File: src/rtl/spi_pkg.sv
// Shared SPI definitions: FSM state encoding, default word length and mode constants.
// Used by spi_slave and the companion master.
package spi_pkg;

  typedef enum logic {
    ST_IDLE   = 1'b0,
    ST_ACTIVE = 1'b1
  } spi_state_e;

  localparam int SPI_DATA_W_DEFAULT      = 8;
  localparam int SPI_SYNC_STAGES_DEFAULT = 2;

  // Mode 0, MSB first.
  localparam bit SPI_CPOL      = 1'b0;
  localparam bit SPI_CPHA      = 1'b0;
  localparam bit SPI_MSB_FIRST = 1'b1;

  function automatic int spi_cnt_w(input int data_w);
    return $clog2(data_w + 1);
  endfunction

endpackage

File: src/rtl/spi_sync.sv
// Multi-stage synchronizer for one asynchronous input, with optional registered
// rise/fall strobes (one clk wide, STAGES+1 clk after the input edge).
module spi_sync #(
  parameter int   STAGES   = 2,
  parameter logic IDLE_LVL = 1'b0,
  parameter bit   EDGE_EN  = 1'b1
) (
  input  logic clk,
  input  logic reset,
  input  logic din,
  output logic dout,
  output logic rise,
  output logic fall
);

  logic [STAGES-1:0] sync_q;
  logic [STAGES-1:0] sync_d;

  always_comb begin
    sync_d = {sync_q[STAGES-2:0], din};
  end

  always_ff @(posedge clk or posedge reset) begin
    if (reset) begin
      sync_q <= {STAGES{IDLE_LVL}};
    end else begin
      sync_q <= sync_d;
    end
  end

  assign dout = sync_q[STAGES-1];

  generate
    if (EDGE_EN) begin : g_edge
      logic prev_q, prev_d;
      logic rise_q, rise_d;
      logic fall_q, fall_d;

      always_comb begin
        prev_d = dout;
        rise_d = dout & ~prev_q;
        fall_d = ~dout & prev_q;
      end

      always_ff @(posedge clk or posedge reset) begin
        if (reset) begin
          prev_q <= IDLE_LVL;
          rise_q <= 1'b0;
          fall_q <= 1'b0;
        end else begin
          prev_q <= prev_d;
          rise_q <= rise_d;
          fall_q <= fall_d;
        end
      end

      assign rise = rise_q;
      assign fall = fall_q;
    end else begin : g_no_edge
      assign rise = 1'b0;
      assign fall = 1'b0;
    end
  endgenerate

endmodule

File: src/rtl/spi_slave.sv
// SPI mode-0 slave, MSB first, oversampling sclk/chip_sel in the clk domain.
// Optional SPI_SLAVE_OVERRUN_EN adds the rx_overrun flag output.
module spi_slave
  import spi_pkg::*;
#(
  parameter int DATA_W      = SPI_DATA_W_DEFAULT,
  parameter int SYNC_STAGES = SPI_SYNC_STAGES_DEFAULT
) (
  input  logic              clk,
  input  logic              reset,
  input  logic              sclk,
  input  logic              chip_sel,
  input  logic              mosi,
  output logic              miso,
  output logic              miso_oe,
  input  logic [DATA_W-1:0] tx_data,
  output logic              tx_ready,
  output logic [DATA_W-1:0] rx_data,
  output logic              rx_valid,
  input  logic              rx_ack
`ifdef SPI_SLAVE_OVERRUN_EN
  ,
  output logic              rx_overrun
`endif
);

  localparam int CNT_W = spi_cnt_w(DATA_W);

  logic sclk_rise, sclk_fall, sclk_lvl_unused;
  logic cs_rise, cs_fall, cs_lvl_unused;
  logic mosi_s, mosi_rise_unused, mosi_fall_unused;

  spi_sync #(.STAGES(SYNC_STAGES), .IDLE_LVL(1'b0), .EDGE_EN(1'b1)) u_sync_sclk (
    .clk   (clk),
    .reset (reset),
    .din   (sclk),
    .dout  (sclk_lvl_unused),
    .rise  (sclk_rise),
    .fall  (sclk_fall)
  );

  spi_sync #(.STAGES(SYNC_STAGES), .IDLE_LVL(1'b1), .EDGE_EN(1'b1)) u_sync_cs (
    .clk   (clk),
    .reset (reset),
    .din   (chip_sel),
    .dout  (cs_lvl_unused),
    .rise  (cs_rise),
    .fall  (cs_fall)
  );

  spi_sync #(.STAGES(SYNC_STAGES), .IDLE_LVL(1'b0), .EDGE_EN(1'b0)) u_sync_mosi (
    .clk   (clk),
    .reset (reset),
    .din   (mosi),
    .dout  (mosi_s),
    .rise  (mosi_rise_unused),
    .fall  (mosi_fall_unused)
  );

  spi_state_e        state_q, state_d;
  logic [CNT_W-1:0]  cnt_q, cnt_d;
  logic [DATA_W-1:0] tx_sh_q, tx_sh_d;
  logic [DATA_W-1:0] rx_sh_q, rx_sh_d;
  logic [DATA_W-1:0] rx_data_q, rx_data_d;
  logic              rx_valid_q, rx_valid_d;
  logic              tx_ready_q, tx_ready_d;
  logic              miso_q, miso_d;
  logic              word_done;
`ifdef SPI_SLAVE_OVERRUN_EN
  logic              overrun_q, overrun_d;
`endif

  assign word_done = (state_q == ST_ACTIVE) && (cnt_q == CNT_W'(DATA_W));

  always_comb begin
    state_d    = state_q;
    cnt_d      = cnt_q;
    tx_sh_d    = tx_sh_q;
    rx_sh_d    = rx_sh_q;
    rx_data_d  = rx_data_q;
    rx_valid_d = rx_valid_q & ~rx_ack;
    tx_ready_d = 1'b0;
    miso_d     = miso_q;
`ifdef SPI_SLAVE_OVERRUN_EN
    overrun_d  = overrun_q & ~rx_ack;
`endif

    case (state_q)
      ST_IDLE: begin
        miso_d = 1'b0;
        cnt_d  = '0;
        if (cs_fall) begin
          state_d    = ST_ACTIVE;
          miso_d     = tx_data[DATA_W-1];
          tx_sh_d    = tx_data << 1;
          tx_ready_d = 1'b1;
        end
      end

      ST_ACTIVE: begin
        if (cs_rise) begin
          state_d = ST_IDLE;
          cnt_d   = '0;
          miso_d  = 1'b0;
        end else if (word_done) begin
          // Completion wins over a same-cycle acknowledge.
          rx_data_d  = rx_sh_q;
          rx_valid_d = 1'b1;
          cnt_d      = '0;
          tx_sh_d    = tx_data;
          tx_ready_d = 1'b1;
`ifdef SPI_SLAVE_OVERRUN_EN
          if (rx_valid_q && !rx_ack) begin
            overrun_d = 1'b1;
          end
`endif
        end else begin
          if (sclk_rise) begin
            rx_sh_d = {rx_sh_q[DATA_W-2:0], mosi_s};
            cnt_d   = cnt_q + CNT_W'(1);
          end
          // tx_sh holds the bits still to be shown; after a wrap it holds the
          // whole new word so the next fall presents its MSB.
          if (sclk_fall) begin
            miso_d  = tx_sh_q[DATA_W-1];
            tx_sh_d = tx_sh_q << 1;
          end
        end
      end

      default: begin
        state_d = ST_IDLE;
      end
    endcase
  end

  always_ff @(posedge clk or posedge reset) begin
    if (reset) begin
      state_q    <= ST_IDLE;
      cnt_q      <= '0;
      tx_sh_q    <= '0;
      rx_sh_q    <= '0;
      rx_data_q  <= '0;
      rx_valid_q <= 1'b0;
      tx_ready_q <= 1'b0;
      miso_q     <= 1'b0;
    end else begin
      state_q    <= state_d;
      cnt_q      <= cnt_d;
      tx_sh_q    <= tx_sh_d;
      rx_sh_q    <= rx_sh_d;
      rx_data_q  <= rx_data_d;
      rx_valid_q <= rx_valid_d;
      tx_ready_q <= tx_ready_d;
      miso_q     <= miso_d;
    end
  end

`ifdef SPI_SLAVE_OVERRUN_EN
  always_ff @(posedge clk or posedge reset) begin
    if (reset) begin
      overrun_q <= 1'b0;
    end else begin
      overrun_q <= overrun_d;
    end
  end

  assign rx_overrun = overrun_q;
`endif

  assign miso_oe  = (state_q == ST_ACTIVE);
  assign miso     = miso_q & miso_oe;
  assign tx_ready = tx_ready_q;
  assign rx_data  = rx_data_q;
  assign rx_valid = rx_valid_q;

endmodule

File: config.mk
export PLATFORM = sky130hd
export DESIGN_NAME = spi_slave
export DESIGN_NICKNAME = d
export VERILOG_FILES = /design/src/rtl/spi_pkg.sv /design/src/rtl/spi_sync.sv /design/src/rtl/spi_slave.sv
export SDC_FILE = /design/constraint.sdc
export NUM_CORES = 1
export LEC_CHECK = 0
export CAP_MARGIN = 25
export CORE_MARGIN = 5
export CORE_UTILIZATION = 55
export CTS_CLUSTER_DIAMETER = 150
export DETAILED_ROUTE_END_ITERATION = 8
export PLACE_DENSITY = 0.8
export SYNTH_ARGS = -nofsm -noshare
export SYNTH_HDL_FRONTEND = slang
export SYNTH_SLANG_ARGS = --single-unit
File: constraint.sdc
create_clock -name clk -period 4.9 [get_ports clk]
set_input_delay 1.225 -clock clk [delete_from_list [all_inputs] [get_ports clk]]
set_output_delay 1.225 -clock clk [all_outputs]
set_load 0.03 [all_outputs]
Yosys cells after proc, flatten, opt, wreduce, memory -nomap -nowiden
Cells that the tools add are included.
{ "word_totals": {"wordCells": 67, "ff_bits": 44, "inputBits": 14} }
{ "classes": {"eq_ne": 7, "bitwise_logic": 14, "addsub": 1, "reduce_logical": 5, "mux": 23} }
{ "op_table": {"columns": ["operator", "count"], "rows": [
  ["8-bit 2-to-1 mux", 4],
  ["8-bit one-hot mux with 2 select lines", 1],
  ["4-bit 2-to-1 mux", 3],
  ["1-bit 2-to-1 mux", 11],
  ["1-bit inverter", 8],
  ["4-bit one-hot mux with 2 select lines", 1],
  ["1-bit bitwise AND", 6],
  ["3-bit by 1-bit != test with 1-bit output (second input constant)", 2],
  ["1-bit one-hot mux with 2 select lines", 3],
  ["3-bit AND reduction", 2],
  ["4-bit by 1-bit adder with 4-bit output (second input constant)", 1],
  ["4-bit == test (second input constant)", 1],
  ["4-bit by 1-bit != test with 1-bit output (second input constant)", 1],
  ["4-bit AND reduction", 1],
  ["3-bit by 2-bit != test with 1-bit output (second input constant)", 1],
  ["2-bit by 1-bit != test with 1-bit output (second input constant)", 1],
  ["2-bit != test (second input constant)", 1],
  ["2-bit AND reduction", 1],
  ["1-bit logical AND", 1]
]} }

Longest topological paths before layout
Gate-level depths: netlist of the first run.
{ "logic_depth": {"depth_word": 5, "depth_mapped": 5, "ltp_nobuf": 5} }

Hierarchy
Synthesis of the first run repeated with hierarchy kept, for this count alone.
{ "unflattened": {"cells_unflattened": 153, "area_unflattened_um2": 1995.7} }
{ "by_module_without_submodules": {"columns": ["module", "cells_each", "area_each_um2", "instances", "seq_area_each_um2"], "rows": [
  ["spi_slave", 131, 1631.6, 1, 800.8],
  ["spi_sync (u_sync_cs)", 8, 147.6, 1, 128.9],
  ["spi_sync (u_sync_sclk)", 8, 143.9, 1, 125.1],
  ["spi_sync (u_sync_mosi)", 6, 72.6, 1, 50.0]
]} }

Worst setup path after synthesis of the first run
Ideal clock, no wire load.
{ "synth_timing": {"kind": "reg2out", "start": "register state_q (netlist: miso_oe)", "end": "output miso", "path_stages_with_launch": 4, "setup_slack_ps": 2495, "required_ps": 3675, "arrival_time_ps": 1180, "n_path_buf": 2, "cell_sequence": "dfrtp_1 > buf_6 > buf_2 > and2_1"} }
{ "synth_between": {"elab_chain_cells": 1} }
{ "synth_lines": {"columns": ["element", "line_no", "rtl"], "rows": [
  ["start: declaration", "spi_slave.sv:60", "spi_state_e state_q, state_d;"],
  ["start signal: assignment", "spi_slave.sv:148", "state_q <= state_d;"],
  ["1-bit bitwise AND", "spi_slave.sv:172", "assign miso = miso_q & miso_oe;"],
  ["end: declaration", "spi_slave.sv:14", "output logic miso,"]
]} }
No other way between the ends.

Worst setup path after layout of the first run
Same ends and word-level chain as after synthesis.

==> impl_results.md, run 1 <==
- Run status: completed
- Hold Fails Final Rpt: 0
- Synth Register Bits: 44
- Clock transition at path regs: 0.13 ns
- Routed vias/inst: 5.43
- Setup Viol. Count Final: 0
- Starting Density: roughly 57%
- Layout cells sized above 1: a little under a quarter
- Highest clock rate: around 310 MHz
- Final-stage net count: 184
- Final Max Tran Viols: 0
- Met3 usage: 4.70%
- Core area: between 3000 and 4000 um2
- Max Cap Viol: 0
- Total of warnings raised by yosys: 0
- Final period util: between 60 and 70%
- Met1 Use GR: a little over a fifth
- FFs w/ async S/R, synth: 100%
- Worst reg2reg setup slack: around 2.9 ns
- CTS Sinks: between 40 and 50
- Worst path arrival time: roughly 2 ns
- Required time of the critical path: around 3.7 ns
- Antenna violations before repair: 0
- Post-synth cell types: 38
- DRC violations left: 0
- Synthesized area per cell: around 14 um2
- Setup tns final: 0 ns
- Number of nets with antenna violations after routing: 0
- Final critical-path setup slack: 1.67 ns
- Final GP Congestion: 0.840
- GR peak layer: met2
- Worst setup EP type: output port
- CTS resizes: 0
- RSZ-0062 raised after global routing: no
- Number of global-route vias before repair: 1,209
- Area Overhead vs Synth: 18.6%
- Mapped Area: around 1900 um2
- Post-CTS Setup Inserts: 0
- Post-DR wirelength/cell: roughly 15 um
- Skew-Pair Late Insertion Delay: ~0.34 ns
- Die area: approximately 4700 um2
- Peak VDD IR: roughly 0.25 mV
- Syn Nets: 157
- Gr usage total: ~17%
- Origin of the critical flop-to-flop path: miso_oe$_DFF_PP0_
- # fillers: between 200 and 300
- Hold Path End: u_sync_cs.g_edge.prev_q$_DFF_PP1_
- Power density cells: ~380 nW/um2
- DP HPWL: between 2 and 2.5 mm
- Slew headroom: roughly 45%
- First DRT Iteration DRCs: roughly 110
- Worst-margin pin slew: around 0.82 ns
- R2R depth: 3
- Reg2reg end: tx_sh_q[7]$_DFFE_PP0P_
- CTS root buffer: clkbuf_4
- Leak: between 1 and 1.5 nW
- CTS Buffer Depth: 2
- CTS Hold Bufs: 0
- First-pass GRT wire length: 5.57 mm
- Min-Delay Startpoint: u_sync_cs.sync_q[1]$_DFF_PP1_
- GRT overflow: 0
- CTS tree: done
- Primary FF master, synth: dfrtp_1
- Number of synthesized flops with an enable pin: 0
- Max H-tree Level: 2
- Critical path class: reg2out
- CP startpoint kind: register
- Crit Path Max Fanout: 18
- Post-detailed-routing wire length: roughly 3.3 mm
- Seq/Total Area, Yosys: 58.0%
- Hold Path Depth: 0
- Worst hold path class: reg2reg
- Final min period: 3.23 ns
- Total power: about 850 uW
- Die width: 68.9 um
- PortBufs: 25
- Met2 Usage GRT: between 20% and 30%
- Via count: about 1,200
- Pre-CTS setup slack: just over 2 ns
- Drt first pass iters: 4
- Post-Syn Instances: ~140
- Row count: 21
- Ant diodes: 0
- Inserted Clock Buffers: 5
- Clock Skew: about 0.013 ns
- Largest net degree at the start of global routing: 24
- I/O pins: 26
- Chip height: just under 70 um
final cells by class:
cell class	count	area (um2)	area share (%)
flip-flops and latches	44	1100	48.9
well taps	46	57.6	2.55
clock buffers	7	45.0	1.99
clock inverters	1	30.0	1.33
multi-input cells	80	724	32.0
repair buffers	26	258	11.4
inverters	11	41.3	1.83
cell usage in the layout, fill, tap and decap left out, types with 3 or more instances in the layout:
cell type | synthesis | final
dfrtp_1 | 41 | 41
o21ai_0 | 4 | 4
nand2_1 | 8 | 8
clkbuf_4 | 0 | 5
nor2b_1 | 5 | 5
o211ai_1 | 5 | 5
clkdlybuf4s50_1 | 0 | 25
mux2i_1 | 3 | 3
dfstp_2 | 3 | 3
a32oi_1 | 4 | 4
inv_1 | 11 | 11
mux2_4 | 3 | 3
mux2_2 | 20 | 20
flip-flops by register name, summed over array words and instances, names as in the netlist, 2 cells and up:
name,cells
cnt_q,4
rx_sh_q,8
u_sync_cs.sync_q,2
u_sync_mosi.sync_q,2
u_sync_sclk.sync_q,2
tx_sh_q,8
rx_data,8
critical path: stages (launching register included):
cell and delay, ns:
dfrtp_1 0.76, and2_1 0.23, clkdlybuf4s50_1 0.67
cell families (layout without fill, tap and decap cells):
| group | count (synthesis) | in the layout | synth area share, % |
|---|---|---|---|
| AND/OR/NAND/NOR | 27 | 27 | 10.0 |
| buffers and inverters | 17 | 45 | 4.01 |
| XOR/XNOR | 2 | 2 | 0.919 |
| adder cells (fa/ha/maj) | 2 | 2 | 1.31 |
| multiplexers | 26 | 26 | 15.8 |
| flip-flops | 44 | 44 | 58.0 |
| AO/OA/AOI/OAI | 23 | 23 | 9.98 |
cells in the mapped netlist (all sizes together), types with 2 or more instances:
cell / instances / area share [%]
dfrtp: 41 / 54
o22ai: 2 / 0.66
inv: 11 / 2.2
mux2: 23 / 14
a32oi: 5 / 3.3
buf: 5 / 1.6
nand3: 2 / 0.79
nor2b: 5 / 1.6
nor2: 3 / 0.99
o21ai: 4 / 1.1
mux2i: 3 / 1.6
nand2b: 2 / 0.66
ha: 2 / 1.3
o211ai: 5 / 2.0
nand2: 8 / 1.6
dfstp: 3 / 4.1
how the worst max path moves through the flow:
stage                                  from  slack (ns)  endpoint
after floorplan           miso_oe$_DFF_PP0_        2.49      miso
after global placement    miso_oe$_DFF_PP0_        2.10      miso
after detailed placement  miso_oe$_DFF_PP0_        2.06      miso
after CTS                 miso_oe$_DFF_PP0_        1.66      miso
after global routing      miso_oe$_DFF_PP0_        1.55      miso
final                     miso_oe$_DFF_PP0_        1.67      miso
per-stage QoR:
stage	cell area, um2	util [%]	instances	hold WS, ns
6_report	2260	67.8	215	0.362
5_1_grt	2260	67.8	215	0.371
4_1_cts	2260	67.8	215	0.364
3_5_place_dp	2190	65.5	207	0.340
3_3_place_gp	2190	65.5	207	0.332
2_1_floorplan	1910	-	141	0.331
power breakdown:
| part | switching [mW] | internal (mW) | leakage, nW |
|---|---|---|---|
| Sequential | 0.0454 | 0.425 | 0.561 |
| Clock | 0.109 | 0.108 | 0.0395 |
| Combinational | 0.0715 | 0.0918 | 0.403 |
| Total | 0.226 | 0.625 | 1.00 |
per-layer routing:
metal  up-vias  share of wire [%]  routed length, um
met5         -                  0                  0
met4         0                1.5                 48
met3         4                4.1                135
met2        32                 51               1680
met1       577                 44               1450
li1        554                  -                  -
No activity file was read; power rests on OpenSTA's default activity.
==> run 2, diff against run 1 <==
--- a/config.mk
+++ b/config.mk
@@ -7,10 +7,10 @@
 export LEC_CHECK = 0
 export CAP_MARGIN = 25
 export CORE_MARGIN = 5
-export CORE_UTILIZATION = 55
+export CORE_UTILIZATION = 53
 export CTS_CLUSTER_DIAMETER = 150
 export DETAILED_ROUTE_END_ITERATION = 8
-export PLACE_DENSITY = 0.8
+export PLACE_DENSITY = 0.77
 export SYNTH_ARGS = -nofsm -noshare
 export SYNTH_HDL_FRONTEND = slang
 export SYNTH_SLANG_ARGS = --single-unit
==> constraint.sdc (replaced) <==
create_clock -name clk -period 3.1 [get_ports clk]
set_input_delay 0.775 -clock clk [delete_from_list [all_inputs] [get_ports clk]]
set_output_delay 0.775 -clock clk [all_outputs]
set_load 0.03 [all_outputs]
==> run 2 against run 1 <==
Total power grew 60%. Die area grew 3.2%. Global-route usage shrank 2.8 points. Register-to-register slack lost 1.6 ns. Routed wire length shrank 8.4%. Sequential cell count is the same. Critical path depth is the same. Sequential share of layout area shrank 0.48 points. Count of clock-buffer cells in the layout shrank 1. Worst setup slack lost 0.93 ns. Clock skew shrank 0.0040 ns. Critical path type unchanged. Critical endpoint unchanged. Largest cell class unchanged. Largest power group unchanged.
==> impl_results.md, run 2 (synthesis gave the netlist of run 1 again) <==
- Run status: completed (unchanged)
- Post-CTS Setup Inserts: 0 (unchanged)
- Antenna violations before repair: 0 (unchanged)
- Number of nets with antenna violations after routing: 0 (unchanged)
- Commonest non-fill, non-tap cells in the layout: dfrtp_1, clkdlybuf4s50_1, mux2_2 (unchanged)
- Worst-margin pin slew: 0.526 ns (was 0.825 ns)
- Power density cells: 598 nW/um2 (was 376 nW/um2)
- Final Max Tran Viols: 0 (unchanged)
- Number of global-route vias before repair: 1,167 (was 1,209)
- CTS root buffer: clkbuf_4 (unchanged)
- Leak: 1.02 nW (was 1.00 nW)
- Gr usage total: 13.7% (was 16.5%)
- Ant diodes: 0 (unchanged)
- Layout cells sized above 1: 25.3% (was 23.7%)
- Worst setup EP type: output port (unchanged)
- Highest clock rate: between 400 and 500 MHz
- Setup Viol. Count Final: 0 (unchanged)
- CP max stage cell: clkdlybuf4s50_1 (was dfrtp_1)
- CTS Hold Bufs: 0 (unchanged)
- GRT overflow: 0 (unchanged)
- Row count: 21 (unchanged)
- Peak VDD IR: 0.414 mV (was 0.249 mV)
- CTS resizes: 0 (unchanged)
- Die area: 4890 um2 (was 4740 um2)
- Skew-Pair Late Insertion Delay: 0.35 ns (was 0.34 ns)
- Slowest stage delay, CP: 0.67 ns (was 0.76 ns)
- Critical path class: reg2out (unchanged)
- Die width: 70.0 um (was 68.9 um)
- Crit path cell chain: and2_1 -> clkdlybuf4s50_1 (unchanged)
- Buffers & Inverters on Critical Path: 1 (unchanged)
- Hold Fails Final Rpt: 0 (unchanged)
- Largest net degree at the start of global routing: 45 (was 24)
- First-pass GRT wire length: 5.38 mm (was 5.57 mm)
- Chip height: 70.0 um (was 68.9 um)
- Clock transition at path regs: 0.13 ns (about the same)
- Cell family with most CP delay: buffers and inverters (was flip-flops)
- CTS Sinks: 44 (unchanged)
- Worst reg2reg setup slack: 1.26 ns (was 2.88 ns)
- Required time of the critical path: 2.32 ns (was 3.67 ns)
- Clock Skew: 0.00923 ns (was 0.0132 ns)
- Core area: 3420 um2 (was 3340 um2)
- Post-Route Utilization: 66.8% (was 67.8%)
- CP startpoint kind: register (unchanged)
- Final hold slack: 0.365 ns (was 0.362 ns)
- PortBufs: 25 (unchanged)
- Via count: 1,158 (was 1,167)
- DRC violations left: 0 (unchanged)
- Crit Path Max Fanout: 4 (was 18)
- Total power: 1.37 mW (was 851 uW)
- Post-DR wirelength/cell: 14.0 um (was 15.4 um)
- Final-stage net count: 185 (was 184)
- Inserted Clock Buffers: 5 (unchanged)
- Max Cap Viol: 0 (unchanged)
- Setup tns final: 0 ns (unchanged)
- Final min period: approximately 2.4 ns
- CTS tree: done (unchanged)
- Final period util: 75.9%
- # fillers: 251 (was 266)
- DP HPWL: 2.19 mm (was 2.38 mm)
- First DRT Iteration DRCs: 62 (was 113)
- Worst path arrival time: 1.58 ns (was 2.00 ns)
- Area Overhead vs Synth: 19.8% (was 18.6%)
- Drt first pass iters: 4 (unchanged)
- I/O pins: 26 (unchanged)
- Routed vias/inst: 5.36 (was 5.43)
- Slew headroom: 64.9% (was 45.0%)
- Starting Density: 55.8% (was 57.1%)
- CTS Buffer Depth: 2 (unchanged)
- Worst hold path class: reg2reg (unchanged)
- Final GP Congestion: 0.834 (was 0.840)
- Commonest non-fill, non-tap cell in the layout: dfrtp_1 (unchanged)
- Post-detailed-routing wire length: 3.03 mm (was 3.31 mm)
- RSZ-0062 raised after global routing: no (unchanged)
- Max H-tree Level: 2 (unchanged)
## run 2: changes by cell type in the layout (fill, tap and decap cells not counted), sizes merged
cell	change
buf	+1
clkbuf	-1
clkinv	+1
## run 2: area by class of cell
type	count	area (um2)	share of cell area (%)
flip-flops and latches	44	1100	48.4
clock buffers	6	51.3	2.25
multi-input cells	80	724	31.7
repair buffers	27	265	11.6
inverters	11	41.3	1.81
clock inverters	2	38.8	1.70
well taps	46	57.6	2.52
## run 2: through the flow
step	setup WS, ns	instances	area, um2
global placement	1.02	208	2190
global route	0.680	216	2280
CTS	0.717	216	2280
finish	0.749	216	2280
floorplan	1.14	141	1910
detailed placement	0.999	208	2190
## run 2: path summary, 6_finish.rpt
path / startpoint / end / depth (start not counted)
worst max-delay path: miso_oe$_DFF_PP0_ / miso / 2
worst min-delay path: u_sync_cs.sync_q[0]$_DFF_PP1_ / u_sync_cs.sync_q[1]$_DFF_PP1_ / 0
worst max register to register: cnt_q[0]$_DFFE_PP0P_ / tx_sh_q[5]$_DFFE_PP0P_ / 5
worst min register to register: u_sync_cs.sync_q[0]$_DFF_PP1_ / u_sync_cs.sync_q[1]$_DFF_PP1_ / 0
max in group asynchronous: reset / u_sync_cs.g_edge.prev_q$_DFF_PP1_ / 3
min in group asynchronous: reset / rx_data[5]$_DFFE_PP0P_ / 3
## run 2: power by group
part	switching [mW]	internal, mW
combinational	0.121	0.148
clock	0.178	0.193
sequential	0.0539	0.671
total	0.353	1.01
## run 2: worst reg2reg max path: cells and delay by family (launching register included)
family                   cells  cell delay, ns
AO/OA/AOI/OAI                1            0.39
adder cells (fa/ha/maj)      1            0.31
buffers and inverters        1            0.08
flip-flops                   1            0.44
multiplexers                 1            0.33
AND/OR/NAND/NOR              1            0.20
## run 2: metal layers
layer	GRT usage [%]	part of all wire, %	up-vias
met1	18.4	48	566
met3	4.16	5.3	5
met2	20.4	45	27
li1	-	-	560
met4	6.38	1.6	0
met5	0	0	-
==> RTL change: new RTL, flow settings as in run 2 <==
The package constant `SPI_DATA_W_DEFAULT` goes from 8 to 10.
--- a/src/rtl/spi_pkg.sv
+++ b/src/rtl/spi_pkg.sv
@@ -9,3 +9,3 @@
 
-  localparam int SPI_DATA_W_DEFAULT      = 8;
+  localparam int SPI_DATA_W_DEFAULT      = 10;
   localparam int SPI_SYNC_STAGES_DEFAULT = 2;
Ports: changed (resized rx_data and tx_data); port bits go from 26 to 30. The function was not compared with the original's and may differ.
==> RTL change against run 2 <==
Register-to-register slack worse by 0.21 ns; area after synthesis up 12%; total power up 12%; count of clock-buffer cells in the layout unchanged; sequential cell count up 6; design area up 13%; setup slack worse by 0.17 ns; die area up 11%; routed wire length up 20%.
==> RTL change: results (changes against run 2) <==
Crit path DAT: 1.74 ns (+0.16 ns)
Crit path max-delay family: buffers and inverters
R2r startpoint: cnt_q[0]
Synth top area cells: dfrtp_1, mux2_2, dfstp_2, inv_1, buf_6
Asr flop ratio synth: 1.00 (unchanged)
Internal: 0.00113 W (+12%)
Post-route cell area: 2570 µm² (+13%)
Largest net degree at the start of global routing: 51 (+13%)
Setup Buffers After CTS: 0 (unchanged)
Synth top cells by count: dfrtp_1, mux2_2, inv_1
Fraction of power consumed by sequential logic: 0.548 (+0.017)
Tot GR Track Use: 0.157 (+0.0197)
Final net count: 201 (+8.6%)
Leak: 1.20 nW (+18%)
Gpl congestion: 0.781 (-6.4%)
Status: completed
Final HPWL DP: 2530 µm (+15%)
FILL cells: 301 (+20%)
CP startpoint: miso_oe
Net Count, Synth: 168 (+7.0%)
Combinational Power: 0.000307 W (+14%)
Worst-skew pair later-pin latency: 0.29 ns (-0.06 ns)
First-pass GRT wire length: 6500 µm (+21%)
Count of cell types in the netlist: 32 (-16%)
Sequential area share after synthesis: 0.586 (+0.00609)
Fraction of area in registers: 0.488 (+0.00400)
Non-clk buf share: 0.126 (+0.0103)
GRT overflow: 0 (unchanged)
Hold_sp: u_sync_sclk.sync_q[0]
Hold Path Class: flip-flop to flip-flop
Clock buffers and inverters, area share: 0.0370 (-0.00249)
Clock slew at reported path FFs: 0.09 ns (-0.04 ns)
Count of non-CTS buffers in the layout: 32 (+19%)
Final wirelength: 3620 µm (+20%)
Worst Skew: 0.00555 ns (-0.00368 ns)
DR iter-0 viols: 95 (+53%)
Least-Margin Pin Slew: 0.496 ns (-0.0301 ns)
Placed Instance Area: 2480 µm² (+13%)
Worst ir drop on vdd: 0.430 mV (+3.9%)
CP max FO: 12 (+8)
Via/cell ratio: 5.35 (-0.12%)
#MultiIn Comb: 85 (+6.3%)
Port buffer count: 29 (+16%)
Clock Tree Root: clkbuf_8
Crit path kind: flip-flop to output port
Vias in the first global route: 1,390 (+19%)
Fraction of area in multi-input gates: 0.311 (-0.00598)
Max Root-Sink Buffers: 2 (unchanged)
Non-Clock Inverter Count: 9 (-2)
Clock sink count: 50 (+14%)
Fraction of layout cells with a size suffix above 1: 0.299 (+0.0460)
First-pass DRT Iterations: 5 (+1)
## RTL change: cell types whose count changed after synthesis, sizes merged, moves of 4 or more
cell | before | now
o211ai | 5 | 0
dfrtp | 41 | 47
mux2 | 23 | 38
nand2 | 8 | 4
a32oi | 5 | 1
nor2 | 3 | 9
o21ai | 4 | 0
## RTL change: path summary, 6_finish.rpt
path                       depth (start not counted)                 endpoint  slack, ns
min in group asynchronous                          3    u_sync_mosi.sync_q[0]       0.82
hold / removal                                     0    u_sync_sclk.sync_q[1]       0.36
setup reg to reg                                   5               tx_sh_q[4]       1.05
hold reg to reg                                    0    u_sync_sclk.sync_q[1]       0.36
setup / recovery                                   2                     miso       0.58
max in group asynchronous                          3  u_sync_cs.g_edge.prev_q       2.00
## RTL change: per-stage QoR
step / utilization / cells / hold WS [ns] / setup WS, ns / total power (W)
after floorplan: - / 150 / 0.331 / 1.13 / 0.00108
after global placement: 0.624 / 226 / 0.332 / 0.919 / 0.00114
after detailed placement: 0.624 / 226 / 0.342 / 0.900 / 0.00116
after CTS: 0.648 / 234 / 0.361 / 0.557 / 0.00155
after global routing: 0.648 / 234 / 0.365 / 0.506 / 0.00162
final: 0.648 / 234 / 0.357 / 0.582 / 0.00153
## RTL change: cells by family after synthesis
| logic type | Yosys count | share of synthesized area |
|---|---|---|
| flip-flops | 50 | 0.586 |
| adder cells (fa/ha/maj) | 2 | 0.0117 |
| multiplexers | 41 | 0.217 |
| XOR/XNOR | 3 | 0.0123 |
| buffers and inverters | 15 | 0.0403 |
| AO/OA/AOI/OAI | 14 | 0.0643 |
| AND/OR/NAND/NOR | 25 | 0.0683 |
## RTL change: layer usage
metal,wire length [µm],vias up,GRT usage
met2,1870,32,0.252
met4,32,0,0.0604
met1,1570,630,0.211
met3,146,4,0.0287
met5,0,-,0
li1,-,587,-
